<file path="src/rtl/mem_burst_ctrl_if.sv">
// mem_burst_ctrl_if
// Purpose: bundles the command port, the write and read data streams, the
// completion pulse and the memory-side port of mem_burst_ctrl.
// Signals:
//   cmd_valid / cmd_ready / cmd_write / cmd_addr / cmd_len : burst command
//   wr_valid / wr_ready / wr_data                          : write data stream
//   rd_valid / rd_ready / rd_data                          : read data stream
//   done                                                   : burst completion pulse
//   mem_write / mem_read / mem_addr / mem_data_in          : requests to the memory
//   mem_data_out                                           : registered read data from the memory
// Modports: slave = the burst controller, master = its environment
// (command source, stream endpoints and the memory itself).
interface mem_burst_ctrl_if #(
  parameter int ADDR_W = 5,
  parameter int DATA_W = 8
) ();

  logic              cmd_valid;
  logic              cmd_ready;
  logic              cmd_write;
  logic [ADDR_W-1:0] cmd_addr;
  logic [ADDR_W-1:0] cmd_len;

  logic              wr_valid;
  logic              wr_ready;
  logic [DATA_W-1:0] wr_data;

  logic              rd_valid;
  logic              rd_ready;
  logic [DATA_W-1:0] rd_data;

  logic              done;

  logic              mem_write;
  logic              mem_read;
  logic [ADDR_W-1:0] mem_addr;
  logic [DATA_W-1:0] mem_data_in;
  logic [DATA_W-1:0] mem_data_out;

  modport slave (
    input  cmd_valid, cmd_write, cmd_addr, cmd_len,
    input  wr_valid, wr_data,
    input  rd_ready,
    input  mem_data_out,
    output cmd_ready, wr_ready, rd_valid, rd_data, done,
    output mem_write, mem_read, mem_addr, mem_data_in
  );

  modport master (
    output cmd_valid, cmd_write, cmd_addr, cmd_len,
    output wr_valid, wr_data,
    output rd_ready,
    output mem_data_out,
    input  cmd_ready, wr_ready, rd_valid, rd_data, done,
    input  mem_write, mem_read, mem_addr, mem_data_in
  );

endinterface

</file>
<file path="src/rtl/mem_burst_ctrl.sv">
// mem_burst_ctrl
// Purpose: upstream master for a 32x8 single-port memory with one-cycle
// registered read data. Accepts write/read burst commands, streams write
// beats into consecutive (wrapping) addresses and returns read beats through
// a small skid FIFO so the read stream can be backpressured without losing data.
// Ports:
//   clk  : clock, shared with the memory
//   rst  : synchronous active-high reset
//   bus  : mem_burst_ctrl_if.slave -- command, write stream, read stream,
//          done pulse and the registered memory request port
module mem_burst_ctrl #(
  parameter int ADDR_W     = 5,
  parameter int DATA_W     = 8,
  parameter int SKID_DEPTH = 4
) (
  input  logic                clk,
  input  logic                rst,
  mem_burst_ctrl_if.slave     bus
);

  localparam int PTR_W = $clog2(SKID_DEPTH);
  localparam int OUT_W = PTR_W + 2;

  localparam logic [ADDR_W-1:0] AddrOne = {{(ADDR_W-1){1'b0}}, 1'b1};
  localparam logic [ADDR_W:0]   CntOne  = {{ADDR_W{1'b0}}, 1'b1};
  localparam logic [PTR_W:0]    PtrOne  = {{PTR_W{1'b0}}, 1'b1};
  localparam logic [OUT_W-1:0]  DepthV  = SKID_DEPTH[OUT_W-1:0];

  typedef enum logic [1:0] {IDLE, WRITE, READ, DRAIN} state_t;

  state_t            state_q, state_d;
  logic [ADDR_W-1:0] curAddr_q, curAddr_d;
  logic [ADDR_W:0]   issueLeft_q, issueLeft_d;
  logic [ADDR_W:0]   popLeft_q, popLeft_d;
  logic              memWrite_q, memWrite_d;
  logic              memRead_q, memRead_d;
  logic [ADDR_W-1:0] memAddr_q, memAddr_d;
  logic [DATA_W-1:0] memDataIn_q, memDataIn_d;
  logic              done_q, done_d;
  logic              rdPending_q;

  logic [DATA_W-1:0] fifoMem_q [SKID_DEPTH];
  logic [PTR_W:0]    wrPtr_q, rdPtr_q;
  logic [PTR_W:0]    fifoOcc;
  logic [OUT_W-1:0]  outstanding;
  logic              rdValid, pop, issue, cmdReady, wrReady;

  // Pointers carry one extra bit so full and empty are distinguishable.
  // Every read that has been issued but not yet popped already owns a FIFO
  // slot: a new read may go out only if that total, less this cycle's pop,
  // leaves room, so returning data can never find the FIFO full.
  assign fifoOcc     = wrPtr_q - rdPtr_q;
  assign rdValid     = (fifoOcc != '0);
  assign pop         = rdValid & bus.rd_ready;
  assign outstanding = {1'b0, fifoOcc}
                     + {{(OUT_W-1){1'b0}}, memRead_q}
                     + {{(OUT_W-1){1'b0}}, rdPending_q}
                     - {{(OUT_W-1){1'b0}}, pop};
  assign issue       = (state_q == READ) && (issueLeft_q != '0) && (outstanding < DepthV);

  // Next-state and request logic. The write path counts beats down in
  // issueLeft; the read path uses issueLeft for reads still to send and
  // popLeft for beats still to hand to the consumer.
  always_comb begin
    state_d     = state_q;
    curAddr_d   = curAddr_q;
    issueLeft_d = issueLeft_q;
    popLeft_d   = pop ? (popLeft_q - CntOne) : popLeft_q;
    memWrite_d  = 1'b0;
    memRead_d   = 1'b0;
    memAddr_d   = memAddr_q;
    memDataIn_d = memDataIn_q;
    done_d      = 1'b0;
    cmdReady    = 1'b0;
    wrReady     = 1'b0;
    case (state_q)
      IDLE: begin
        cmdReady = 1'b1;
        if (bus.cmd_valid) begin
          curAddr_d   = bus.cmd_addr;
          issueLeft_d = {1'b0, bus.cmd_len} + CntOne;
          popLeft_d   = {1'b0, bus.cmd_len} + CntOne;
          state_d     = bus.cmd_write ? WRITE : READ;
        end
      end
      WRITE: begin
        wrReady = 1'b1;
        if (bus.wr_valid) begin
          memWrite_d  = 1'b1;
          memAddr_d   = curAddr_q;
          memDataIn_d = bus.wr_data;
          curAddr_d   = curAddr_q + AddrOne;
          issueLeft_d = issueLeft_q - CntOne;
          if (issueLeft_q == CntOne) begin
            state_d = IDLE;
            done_d  = 1'b1;
          end
        end
      end
      READ: begin
        if (issue) begin
          memRead_d   = 1'b1;
          memAddr_d   = curAddr_q;
          curAddr_d   = curAddr_q + AddrOne;
          issueLeft_d = issueLeft_q - CntOne;
          if (issueLeft_q == CntOne) begin
            state_d = DRAIN;
          end
        end
      end
      DRAIN: begin
        if (pop && (popLeft_q == CntOne)) begin
          state_d = IDLE;
          done_d  = 1'b1;
        end
      end
      default: state_d = IDLE;
    endcase
  end

  // State, counters and the registered memory request outputs.
  always_ff @(posedge clk) begin
    if (rst) begin
      state_q     <= IDLE;
      curAddr_q   <= '0;
      issueLeft_q <= '0;
      popLeft_q   <= '0;
      memWrite_q  <= 1'b0;
      memRead_q   <= 1'b0;
      memAddr_q   <= '0;
      memDataIn_q <= '0;
      done_q      <= 1'b0;
    end else begin
      state_q     <= state_d;
      curAddr_q   <= curAddr_d;
      issueLeft_q <= issueLeft_d;
      popLeft_q   <= popLeft_d;
      memWrite_q  <= memWrite_d;
      memRead_q   <= memRead_d;
      memAddr_q   <= memAddr_d;
      memDataIn_q <= memDataIn_d;
      done_q      <= done_d;
    end
  end

  // Read return path. memRead_q marks a read the memory is servicing this
  // cycle; rdPending_q marks that its data is on mem_data_out now and gets
  // captured at the end of the cycle.
  always_ff @(posedge clk) begin
    if (rst) begin
      rdPending_q <= 1'b0;
      wrPtr_q     <= '0;
      rdPtr_q     <= '0;
      for (int i = 0; i < SKID_DEPTH; i++) begin
        fifoMem_q[i] <= '0;
      end
    end else begin
      rdPending_q <= memRead_q;
      if (rdPending_q) begin
        fifoMem_q[wrPtr_q[PTR_W-1:0]] <= bus.mem_data_out;
        wrPtr_q <= wrPtr_q + PtrOne;
      end
      if (pop) begin
        rdPtr_q <= rdPtr_q + PtrOne;
      end
    end
  end

  assign bus.cmd_ready   = cmdReady;
  assign bus.wr_ready    = wrReady;
  assign bus.rd_valid    = rdValid;
  assign bus.rd_data     = fifoMem_q[rdPtr_q[PTR_W-1:0]];
  assign bus.done        = done_q;
  assign bus.mem_write   = memWrite_q;
  assign bus.mem_read    = memRead_q;
  assign bus.mem_addr    = memAddr_q;
  assign bus.mem_data_in = memDataIn_q;

endmodule

</file>
<file path="src/flat_wrapper.sv">
// flat-port wrapper written by rule: the top's interface ports become plain ports
module mem_burst_ctrl_flat 
#(
  parameter int ADDR_W     = 5,
  parameter int DATA_W     = 8,
  parameter int SKID_DEPTH = 4
)
  (clk, rst, bus_cmd_valid, bus_cmd_write, bus_cmd_addr, bus_cmd_len, bus_wr_valid, bus_wr_data, bus_rd_ready, bus_mem_data_out, bus_cmd_ready, bus_wr_ready, bus_rd_valid, bus_rd_data, bus_done, bus_mem_write, bus_mem_read, bus_mem_addr, bus_mem_data_in);
  mem_burst_ctrl_if #(.ADDR_W(ADDR_W), .DATA_W(DATA_W)) bus_i ();
  input  logic clk;
  input  logic rst;
  input wire logic [$bits(bus_i.cmd_valid)-1:0] bus_cmd_valid;
  input wire logic [$bits(bus_i.cmd_write)-1:0] bus_cmd_write;
  input wire logic [$bits(bus_i.cmd_addr)-1:0] bus_cmd_addr;
  input wire logic [$bits(bus_i.cmd_len)-1:0] bus_cmd_len;
  input wire logic [$bits(bus_i.wr_valid)-1:0] bus_wr_valid;
  input wire logic [$bits(bus_i.wr_data)-1:0] bus_wr_data;
  input wire logic [$bits(bus_i.rd_ready)-1:0] bus_rd_ready;
  input wire logic [$bits(bus_i.mem_data_out)-1:0] bus_mem_data_out;
  output wire logic [$bits(bus_i.cmd_ready)-1:0] bus_cmd_ready;
  output wire logic [$bits(bus_i.wr_ready)-1:0] bus_wr_ready;
  output wire logic [$bits(bus_i.rd_valid)-1:0] bus_rd_valid;
  output wire logic [$bits(bus_i.rd_data)-1:0] bus_rd_data;
  output wire logic [$bits(bus_i.done)-1:0] bus_done;
  output wire logic [$bits(bus_i.mem_write)-1:0] bus_mem_write;
  output wire logic [$bits(bus_i.mem_read)-1:0] bus_mem_read;
  output wire logic [$bits(bus_i.mem_addr)-1:0] bus_mem_addr;
  output wire logic [$bits(bus_i.mem_data_in)-1:0] bus_mem_data_in;
  assign bus_i.cmd_valid = bus_cmd_valid;
  assign bus_i.cmd_write = bus_cmd_write;
  assign bus_i.cmd_addr = bus_cmd_addr;
  assign bus_i.cmd_len = bus_cmd_len;
  assign bus_i.wr_valid = bus_wr_valid;
  assign bus_i.wr_data = bus_wr_data;
  assign bus_i.rd_ready = bus_rd_ready;
  assign bus_i.mem_data_out = bus_mem_data_out;
  assign bus_cmd_ready = bus_i.cmd_ready;
  assign bus_wr_ready = bus_i.wr_ready;
  assign bus_rd_valid = bus_i.rd_valid;
  assign bus_rd_data = bus_i.rd_data;
  assign bus_done = bus_i.done;
  assign bus_mem_write = bus_i.mem_write;
  assign bus_mem_read = bus_i.mem_read;
  assign bus_mem_addr = bus_i.mem_addr;
  assign bus_mem_data_in = bus_i.mem_data_in;
  mem_burst_ctrl #(.ADDR_W(ADDR_W), .DATA_W(DATA_W), .SKID_DEPTH(SKID_DEPTH)) u_core (.clk(clk), .rst(rst), .bus(bus_i));
endmodule
</file>
<file path="config.mk">
export PLATFORM = sky130hd
export DESIGN_NAME = mem_burst_ctrl_flat
export DESIGN_NICKNAME = d
export VERILOG_FILES = /design/src/rtl/mem_burst_ctrl_if.sv /design/src/rtl/mem_burst_ctrl.sv /design/src/flat_wrapper.sv
export SDC_FILE = /design/constraint.sdc
export NUM_CORES = 1
export LEC_CHECK = 0
export BUFFER_PORTS_ARGS = -buffer_cell sky130_fd_sc_hd__buf_2
export CAP_MARGIN = 40
export CORE_MARGIN = 2
export CORE_UTILIZATION = 45
export CTS_BUF_LIST = sky130_fd_sc_hd__clkbuf_16
export CTS_CLUSTER_SIZE = 30
export DETAILED_ROUTE_END_ITERATION = 12
export GPL_ROUTABILITY_DRIVEN = 0
export PLACE_DENSITY = 0.66
export REMOVE_ABC_BUFFERS = 1
export SLEW_MARGIN = 25
export SYNTH_ARGS = -nofsm -noshare
export SYNTH_HDL_FRONTEND = slang
export SYNTH_SLANG_ARGS = --single-unit
</file>
<file path="constraint.sdc">
create_clock -name clk -period 10.4 [get_ports clk]
set_clock_uncertainty 0.05 [all_clocks]
set_input_delay 0.52 -clock clk [delete_from_list [all_inputs] [get_ports clk]]
set_output_delay 0.52 -clock clk [all_outputs]
set_load 0.03 [all_outputs]
</file>
# Word level (Yosys, flattened, before mapping)
# Memory sizes are Yosys's and may differ from the RTL's. A register that Yosys moved wholly into a read port is not among the register bits.
# Cells that the tools add are included.
# word_totals
word_cells	93
mem_count	1
mem_bits_rw	32
ff_bits	42
inputBits	32
# mem_list
memory	depth	width	read_ports	rd_clocked_by_memory_dff	write_ports	line_no	text
u_core.fifoMem_q	4	8	1	1	4	mem_burst_ctrl.sv:42	logic [DATA_W-1:0] fifoMem_q [SKID_DEPTH];
# op_classes
reduce_logical	15
eq_ne	11
n_lt_le_gt_ge	1
mux	40
addsub	10
bitwise	3
# ops
cell	n
2-to-1 mux 6 bit	6
2-to-1 mux 5 bit	5
2-to-1 mux 2 bit	10
one-hot mux 6 bit (3 select lines)	1
one-hot mux 5 bit (3 select lines)	1
2-to-1 mux 1 bit	13
== test 6 x 1 -> 1 bit (second input constant)	2
subtractor 6 x 1 -> 6 bit (second input constant)	2
one-hot mux 5 bit (2 select lines)	1
2-to-1 mux 8 bit	1
one-hot mux 2 bit (4 select lines)	1
OR reduction 8 bit	1
adder 3 x 1 -> 3 bit (second input constant)	2
adder 5 x 1 -> 6 bit (second input constant)	1
!= test 2 x 1 -> 1 bit (second input constant)	3
!= test 2 bit (second input constant)	3
AND reduction 6 bit	1
nonzero test 3 bit	2
nonzero test 6 bit	1
adder 5 x 1 -> 5 bit (second input constant)	1
adder 3 x 1 -> 4 bit	1
adder 4 x 1 -> 4 bit	1
== test 2 bit (second input constant)	2
< comparator 4 x 3 -> 1 bit (second input constant)	1
13 further kinds	17

# Depth between registers and ports, before layout
# Gate-level depths: netlist of the first run.
# logic_depth
word_depth	8
ltp_mapped	16
mapped_depth_nobuf	14

# Least setup slack after synthesis of the first run
# Ideal clock, no wire load.
# synth_path
path_kind	register to register
startpoint	register u_core.wrPtr_q[0]
endpoint	register u_core.issueLeft_q[3]
period_less_slack_ns	4.020
t_required_ns	10.219
path_slack_ns	6.380
n_path_buf	2
path_stages_with_launch	17
t_arrival_ns	3.839
cell_sequence	dfxtp_1 -> inv_1 -> ha_1 -> fa_1 -> xnor3_2 -> a31oi_1 -> clkbuf_1 -> ha_1 -> inv_1 -> ha_1 -> a21oi_1 -> o21ai_0 -> or4_4 -> and2_1 -> buf_6 -> o311ai_0 -> o21ai_1
# synth_between
elab_chain_len	8
# synth_rtl
element	line_no	text
start: declaration	mem_burst_ctrl.sv:43	logic [PTR_W:0] wrPtr_q, rdPtr_q;
start signal: assignment	mem_burst_ctrl.sv:161	wrPtr_q <= wrPtr_q + PtrOne;
subtractor 3 bit *	mem_burst_ctrl.sv:52	assign fifoOcc = wrPtr_q - rdPtr_q;
adder 3 x 1 -> 4 bit or nonzero test 3 bit (tied branches)	mem_burst_ctrl.sv:56, mem_burst_ctrl.sv:53	
adder 4 x 1 -> 4 bit or bitwise AND 1 bit (tied branches)	mem_burst_ctrl.sv:57, mem_burst_ctrl.sv:54	
subtractor 4 x 1 -> 4 bit *	mem_burst_ctrl.sv:58	- {{(OUT_W-1){1'b0}}, pop};
< comparator 4 x 3 -> 1 bit *	mem_burst_ctrl.sv:59	assign issue = (state_q == READ) && (issueLeft_q != '0) && (outstanding < DepthV);
logical AND 1 bit *	mem_burst_ctrl.sv:59	
!= test 2 x 1 -> 1 bit (no source line) *	--	
AND reduction 4 bit (no source line) *	--	
end signal: assignment	mem_burst_ctrl.sv:136	issueLeft_q <= issueLeft_d;
end: declaration	mem_burst_ctrl.sv:33	logic [ADDR_W:0] issueLeft_q, issueLeft_d;
# Every way passes the cells marked *; elsewhere a longest branch is shown, timed or not.
# A chain may end at the register's enable or synchronous reset.

# Worst setup path in the final report of the first run
# layout_path
startpoint	register u_core.wrPtr_q[0]
endpoint	register u_core.issueLeft_q[2]
# Same word-level chain as after synthesis.

==> results.yml, run 1 <==
status:
  status: "finished, final reports clean"
flow_run:
  drv_cap: 0
routing:
  postRouteAntennaNets: 0
  routedWlPerCell_um: 15.5
  first_pass_iters: 4
  routed_wl_mm: 8.27
  drt-initial-drc-count: 98
  drc: 0
  vias: 2831
  via_per_inst: 5.32
power:
  internal_power_uw: 748
  sequentialPowerShare_pct: 33.1
  combPwrFrac_pct: 42.2
  power.density_nw_per_um2: 280
  p_leak_nw: 1.84
  ir_drop_v: 0.000207
  finalPower_mw: 1.25
  p_sw_uw: 503
  power_frac_clock_pct: 24.8
  power.share.switching_pct: 40.2
layout:
  register_area_um2: 1840
  final_cell_mix: "buf_2 (61), dfxtp_1 (44), edfxtp_1 (32), nand2_1 (30)"
  final_net_count: 473
  multi_input_area_um2: 1790
  final_core_util_pct: 54.6
  layout_commonest_cell: "buf_2"
  final_cell_area_um2: 4470
  antenna_cells: 0
  final_cells: 532
  area.growth.synth_to_final_pct: 18.4
  fillCellCount: 748
  final_layout_size_suffix_gt1_share_pct: 23.0
synthesis:
  yosysSeqAreaShare_pct: 48.8
  synth_edf_count: 32
  syn_avg_cell_area_um2: 10.4
  synthFlopType: "dfxtp_1"
  yosys_warnings: 0
  ys_async_sr_fraction_pct: 0
  synth.cell_area_um2: 3770
  syn_inst: 363
  synth_seq_cells: 76
  yosysUniqueCellTypes: 46
place:
  place_inst: 515
  pre_cts_ws_ns: 6.43
  portBuffers: 58
  place_area_um2: 4160
  place_hpwl_mm: 5.88
cts:
  root_buffer: "clkbuf_16"
  cts_buffers: 9
  ctsHoldBuffers: 0
  cts_setup_buffers: 0
  clk_latency_ns: 0.33
  cts_tree: "yes"
  cts_resized: 0
  ctsHtreeMaxLevel: 3
  clk_transition_reported_paths_ns: 0.06
  cts_buffer_depth: 2
  clkSinkCount: 76
worst_setup_path:
  cp.arrival_ns: 4.16
  cp_max_fo: 13
  worstSetupPathType: "reg -> reg"
  start_kind: "register"
  r2r-start: "u_core.wrPtr_q[0]$_SDFFE_PP0P_"
  end_kind: "register"
  required_ns: 10.55
  startpoint: "u_core.wrPtr_q[0]$_SDFFE_PP0P_"
hold_path:
  worstHoldPathType: "in -> reg"
  hp-start: "bus_wr_data[4]"
sta:
  finalSetupViolCount: 0
  tightest_slew_ns: 0.686
  hold_violations: 0
  max_freq_mhz: 249
  timing.final.crit_share_pct: 38.5
  report.final.slew_viol_count: 0
  max_slew_margin_pct: 54.2
  fin_ws_ns: 6.39
  rsz0062_at_grt: "false"
  period_needed_ns: 4.01
  whs_ns: 0.374
  setup_tns_ns: 0
die:
  dieArea_um2: 9130
  num_rows: 33
  die_y_um: 95.6
  initial_core_util_pct: 46.2
  ioPinCount: 59
  core_um2: 8180
  die_w_um: 95.6
global_routing:
  grt_max_degree: 44
  grt-ovfl-total: 0
  grt_pass1_vias: 2724
  grt_pass1_wl_mm: 13.2
  antenna_found_initial: 0
  track_usage_pct: 19.0
[cell type report]
type,instances,area share (%)
clock inverter,7,1.68
inverter,19,1.60
clock buffer,9,5.04
timing repair buffer,65,7.45
tap,105,2.94
sequential,76,41.2
multi-input combinational,251,40.1
[metal layers]
metal	track usage, %	up-vias	routed length (µm)
li1	-	1424	-
met1	23.5	1339	3650
met2	33.6	59	4210
met3	2.92	9	293
met4	6.55	0	116
met5	0	-	0
[worst max-delay path: stages (launching register included)]
cell and delay, ns:
dfxtp_1 0.41, inv_1 0.11, ha_1 0.20, fa_1 0.37
xnor3_2 0.30, a31oi_1 0.19, buf_4 0.21, ha_1 0.16
inv_1 0.04, ha_1 0.30, a21oi_1 0.13, o21ai_0 0.16
or4_4 0.49, and2_1 0.28, o311ai_1 0.34, o31ai_1 0.13
[cells in the mapped netlist, types with 2 or more instances]
library cell	count	share of area, %
dfxtp_1	44	23
edfxtp_1	32	25
nand2_1	30	3.0
and2_1	28	4.6
nor2_1	28	2.8
a21oi_1	26	3.4
inv_1	19	1.9
ha_1	18	6.0
clkbuf_1	14	1.4
nand3_1	11	1.5
mux2i_1	10	2.7
and3_1	9	1.5
nor3_1	9	1.2
mux4_2	8	4.8
xnor2_1	7	1.6
o21ai_0	6	0.80
o31ai_1	6	1.2
xor2_1	6	1.4
a211oi_1	5	0.99
nor2b_1	4	0.66
o311ai_1	4	0.93
or2_2	4	0.66
a311oi_1	3	0.70
a31oi_1	3	0.50
o41ai_1	3	0.70
buf_1	2	0.20
nand4_1	2	0.33
nor4b_1	2	0.46
o211ai_1	2	0.40
o32ai_1	2	0.46
[path summary, 6_finish.rpt]
check | end | cells past startpoint | slack, ns
setup / recovery | u_core.issueLeft_q[2]$_SDFFE_PP0P_ | 15 | 6.39
hold / removal | u_core.bus.mem_data_in[4]$_SDFFE_PP0P_ | 3 | 0.37
setup reg to reg | u_core.issueLeft_q[2]$_SDFFE_PP0P_ | 15 | 6.39
hold reg to reg | u_core.bus.mem_data_in[6]$_SDFFE_PP0P_ | 2 | 0.41
[power groups by stage]
stage	clock (mW)	sequential (mW)	combinational (mW)
after global routing	0.326	0.420	0.591
final	0.310	0.414	0.528
after floorplan	0	0.418	0.391
after global placement	0	0.416	0.513
after CTS	0.315	0.413	0.525
after detailed placement	0	0.418	0.523
[cell families (layout without fill, tap and decap cells)]
logic type | count (synthesis) | after routing | synth area share (%)
adders and majority gates | 19 | 19 | 6.50
xor gates and xnor gates | 14 | 14 | 3.65
DFF | 76 | 76 | 48.8
AOI/OAI and AO/OA | 67 | 67 | 11.8
muxes | 18 | 18 | 7.43
and+or+nand+nor | 133 | 133 | 18.0
buffers and inverters | 36 | 100 | 3.78
[sequential cells by signal (all words and copies together) (netlist names), 2 cells and up, named ones only]
signal                  flops
u_core.state_q              2
u_core.bus.mem_addr         5
u_core.popLeft_q            6
u_core.issueLeft_q          6
u_core.wrPtr_q              3
u_core.fifoMem_q           32
u_core.rdPtr_q              3
u_core.curAddr_q            5
u_core.bus.mem_data_in      8
Note: power is estimated with default switching activity, not from simulation.
==> run 2: changes to the inputs <==
- clock period: 10.4 -> 4 ns (I/O delays scaled with it)
==> results.yml, run 2 (synthesis gave the netlist of run 1 again) <==
power:
  finalPower_mw: 3.24
  power.density_nw_per_um2: 721
  ir_drop_v: 0.000650
  p_leak_nw: 1.84
worst_setup_path:
  worst-path-buf-inv: 2
  crit_top_cell: "ha_1"
  startpoint: "u_core.wrPtr_q[0]$_SDFFE_PP0P_"
  cp.arrival_ns: 3.83
  end_kind: "register"
  cpLargestDelayFamily: "adder cells"
  start_kind: "register"
  critPathSlowestCell: "or4_4"
  required_ns: 4.16
  r2r-start: "u_core.wrPtr_q[0]$_SDFFE_PP0P_"
  worstSetupPathType: "reg -> reg"
  path_cells: "inv_1, ha_1, fa_1, xnor3_2, a31oi_2, ha_1, inv_1, ha_1, a21oi_1, o21ai_1, or4_4, and2_2, o311ai_1, o21ai_1"
  cp_max_fo: 10
  max_stage_delay_ns: 0.49
routing:
  drc: 0
  via_per_inst: 5.31
  routed_wl_mm: 8.35
  routedWlPerCell_um: 15.6
  postRouteAntennaNets: 0
  drt-initial-drc-count: 97
  first_pass_iters: 4
  vias: 2838
die:
  die_w_um: 95.6
  num_rows: 33
  ioPinCount: 59
  dieArea_um2: 9130
  initial_core_util_pct: 46.2
  die_y_um: 95.6
  core_um2: 8180
sta:
  rsz0062_at_grt: "false"
  max_slew_margin_pct: 52.9
  hold_violations: 0
  setup_tns_ns: 0
  report.final.slew_viol_count: 0
  finalSetupViolCount: 0
  whs_ns: 0.0569
  tightest_slew_ns: 0.700
  max_freq_mhz: 272
  period_needed_ns: 3.68
  timing.final.crit_share_pct: 91.9
  fin_ws_ns: 0.322
cts:
  ctsHtreeMaxLevel: 3
  root_buffer: "clkbuf_16"
  clkSinkCount: 76
  cts_buffers: 9
  clk_transition_reported_paths_ns: 0.06
  cts_buffer_depth: 2
  cts_tree: "yes"
  clk_latency_ns: 0.33
layout:
  layout_commonest_cell: "buf_2"
  antenna_cells: 0
  final_cells: 534
  fillCellCount: 725
  top_register: "u_core.fifoMem_q"
  final_cell_mix: "buf_2 (58), dfxtp_1 (43), edfxtp_1 (32), nand2_1 (30), nor2_1 (28)"
  register_area_um2: 1840
  multi_input_area_um2: 1800
  final_net_count: 475
  final_core_util_pct: 54.9
  final_layout_size_suffix_gt1_share_pct: 24.0
  area.growth.synth_to_final_pct: 19.0
  final_cell_area_um2: 4490
  largest_reg_flops: 32
place:
  pre_cts_ws_ns: 0.103
  place_hpwl_mm: 5.81
  place_inst: 516
  portBuffers: 58
  place_area_um2: 4180
hold_path:
  worstHoldPathType: "in -> reg"
  hp-start: "bus_wr_data[2]"
global_routing:
  antenna_found_initial: 0
  grt_pass1_wl_mm: 13.3
  grt_pass1_vias: 2752
  grt_max_degree: 43
  grt-ovfl-total: 0
  track_usage_pct: 19.3
status:
  status: "finished, final reports clean"
flow_run:
  drv_cap: 0
-- run 2: changes by cell type in the layout (fill, tap and decap cells not counted), moves of 2 or more --
cell        before  now
buf_4            3    8
buf_2           61   58
clkinv_2         0    2
clkinv_4         2    0
clkinvlp_4       2    4
-- run 2: final cells by class --
| cell class | instances | area share (%) |
|---|---|---|
| Sequential cell | 76 | 41.1 |
| Multi-Input combinational cell | 251 | 40.2 |
| Timing Repair Buffer | 67 | 8.25 |
| Clock buffer | 9 | 5.02 |
| Tap cell | 105 | 2.93 |
| Inverter | 19 | 1.59 |
| Clock inverter | 7 | 0.975 |
-- run 2: power by group --
group	total [mW]	switching, mW	leakage, nW	internal [mW]
Combinational	1.43	0.866	1.03	0.566
Sequential	1.07	0.135	0.690	0.937
Clock	0.733	0.318	0.121	0.415
-- run 2: path summary, 6_finish.rpt --
kind / end / slack, ns / depth (start not counted)
min reg2reg: u_core.bus.mem_data_in[1]$_SDFFE_PP0P_ / 0.41 / 2
max reg2reg: u_core.issueLeft_q[3]$_SDFFE_PP0P_ / 0.32 / 14
max: u_core.issueLeft_q[3]$_SDFFE_PP0P_ / 0.32 / 14
min: u_core.bus.mem_data_in[2]$_SDFFE_PP0P_ / 0.06 / 3
-- run 2: timing repair --
item,CTS,global route
gates resized for setup,0,6
setup endpoints to repair,0,18
setup buffers,0,2
hold buffers,0,0
-- run 2: per-layer routing --
layer / up-vias / GRT usage, % / part of all wire, %
met3: 12 / 4.51 / 3.6
met2: 54 / 33.6 / 51
met5: - / 0 / 0
li1: 1421 / - / -
met4: 0 / 7.38 / 1.8
met1: 1351 / 23.1 / 44
-- run 2: tightest hold or removal path, cell delays in order --
cell     delay (ns)
buf_2          0.10
nand2_1        0.04
a21oi_1        0.05
==> run 3: changes to the inputs <==
--- a/config.mk
+++ b/config.mk
@@ -9,4 +9,6 @@
 export CAP_MARGIN = 40
+export CELL_PAD_IN_SITES_DETAIL_PLACEMENT = 1
+export CELL_PAD_IN_SITES_GLOBAL_PLACEMENT = 1
 export CORE_MARGIN = 2
-export CORE_UTILIZATION = 45
+export CORE_UTILIZATION = 35
 export CTS_BUF_LIST = sky130_fd_sc_hd__clkbuf_16
@@ -15,3 +17,3 @@
 export GPL_ROUTABILITY_DRIVEN = 0
-export PLACE_DENSITY = 0.66
+export PLACE_DENSITY_LB_ADDON = 0.1
 export REMOVE_ABC_BUFFERS = 1
--- a/constraint.sdc
+++ b/constraint.sdc
@@ -4,2 +4,2 @@
 set_output_delay 0.2 -clock clk [all_outputs]
-set_load 0.03 [all_outputs]
+set_load 0.02 [all_outputs]
==> results.yml, run 3 (synthesis gave the netlist of run 1 again) <==
worst_setup_path:
  cp_max_fo: 10
  end_kind: "register"
  cp.arrival_ns: 3.85
  worstSetupPathType: "reg -> reg"
  required_ns: 4.15
  start_kind: "register"
sta:
  rsz0062_at_grt: "false"
  period_needed_ns: 3.70
  whs_ns: 0.0537
  finalSetupViolCount: 0
  setup_tns_ns: 0
  max_slew_margin_pct: 61.8
  max_freq_mhz: 270
  hold_violations: 0
  report.final.slew_viol_count: 0
  timing.final.crit_share_pct: 92.4
  tightest_slew_ns: 0.572
layout:
  final_cell_mix: "buf_2 (58), dfxtp_1 (43), edfxtp_1 (32), nand2_1 (30), nor2_1 (28)"
  final_net_count: 479
  final_layout_size_suffix_gt1_share_pct: 24.0
  antenna_cells: 0
  fillCellCount: 1204
  top_register: "u_core.fifoMem_q"
  layout_commonest_cell: "buf_2"
  area.growth.synth_to_final_pct: 20.7
  largest_reg_flops: 32
global_routing:
  antenna_found_initial: 0
  grt-ovfl-total: 0
  grt_max_degree: 43
  track_usage_pct: 17.4
  grt_pass1_vias: 3043
  grt_pass1_wl_mm: 15.5
die:
  die_w_um: 108
  die_y_um: 108
  core_um2: 10400
  num_rows: 37
  initial_core_util_pct: 36.2
  ioPinCount: 59
  dieArea_um2: 11600
place:
  portBuffers: 58
  place_hpwl_mm: 6.87
cts:
  cts_tree: "yes"
  root_buffer: "clkbuf_16"
  ctsHtreeMaxLevel: 3
  cts_buffers: 9
  clkSinkCount: 76
  cts_buffer_depth: 2
  clk_transition_reported_paths_ns: 0.06
  clk_latency_ns: 0.33
  ctsHoldBuffers: 0
power:
  finalPower_mw: 3.28
  ir_drop_v: 0.000299
  p_leak_nw: 1.87
  power.density_nw_per_um2: 721
routing:
  postRouteAntennaNets: 0
  via_per_inst: 5.09
  drc: 0
  drt-initial-drc-count: 61
  vias: 2894
  first_pass_iters: 5
  routed_wl_mm: 9.56
  routedWlPerCell_um: 16.8
flow_run:
  drv_cap: 0
status:
  status: "finished, final reports clean"
hold_path:
  worstHoldPathType: "in -> reg"
[run 3: cell count changes in the layout (fill, tap and decap cells not counted), moves of 2 or more]
cell / change
a21oi_2: +2
buf_4: +4
clkinv_1: +2
clkinvlp_4: -4
[run 3: layout make-up]
type	instances	area [µm²]	area share [%]
Clock buffer	9	225	4.94
Clock inverter	7	58.8	1.29
Inverter	19	71.3	1.57
Multi-Input combinational cell	252	1810	39.7
Sequential cell	76	1840	40.5
Tap cell	136	170	3.74
Timing Repair Buffer	70	380	8.35
[run 3: final timing paths]
path	start	cells after the start	slack, ns	to
max	u_core.wrPtr_q[0]$_SDFFE_PP0P_	14	0.30	u_core.issueLeft_q[2]$_SDFFE_PP0P_
min	bus_wr_data[5]	3	0.05	u_core.bus.mem_data_in[5]$_SDFFE_PP0P_
max reg2reg	u_core.wrPtr_q[0]$_SDFFE_PP0P_	14	0.30	u_core.issueLeft_q[2]$_SDFFE_PP0P_
min reg2reg	u_core.bus.mem_data_in[6]$_SDFFE_PP0P_	2	0.40	u_core.bus.mem_data_in[6]$_SDFFE_PP0P_
[run 3: metrics by stage]
stage                     instance area, µm²  setup slack, ns  util (%)  std cells
after floorplan                         3700           -0.131         -        346
after global placement                  4230            0.299      40.6        549
after detailed placement                4230            0.127      40.6        549
final                                   4560            0.302      43.7        569
after global routing                    4560           0.0446      43.7        569
after CTS                               4510            0.114      43.3        565
[run 3: power by group]
group          leakage (nW)  switching [mW]  internal (mW)  total, mW
registers             0.690           0.138          0.937       1.08
logic                  1.04           0.852          0.574       1.43
clock network         0.143           0.310          0.474      0.784
[run 3: layer usage]
| metal | wire (µm) | global-route usage [%] |
|---|---|---|
| met5 | 0 | 0 |
| met3 | 276 | 2.72 |
| met1 | 4370 | 22.1 |
| met2 | 4870 | 30.2 |
| met4 | 55 | 5.77 |
[run 3: what timing repair did]
| item | CTS | global route |
|---|---|---|
| buffers inserted | 0 | 3 |
| hold endpoints to repair | 0 | 0 |
| gates resized for setup | 0 | 5 |
| setup endpoints to repair | 0 | 18 |
[run 3: critical path, stage by stage, from the launching register on]
cell and delay, ns:
dfxtp_2 0.38, inv_1 0.08, ha_1 0.19, fa_1 0.38
xnor3_2 0.24, a31oi_1 0.23, ha_1 0.18, inv_1 0.05
ha_1 0.30, a21oi_1 0.15, o21ai_1 0.15, or4_4 0.49
and2_2 0.29, o311ai_1 0.30, o31ai_1 0.11
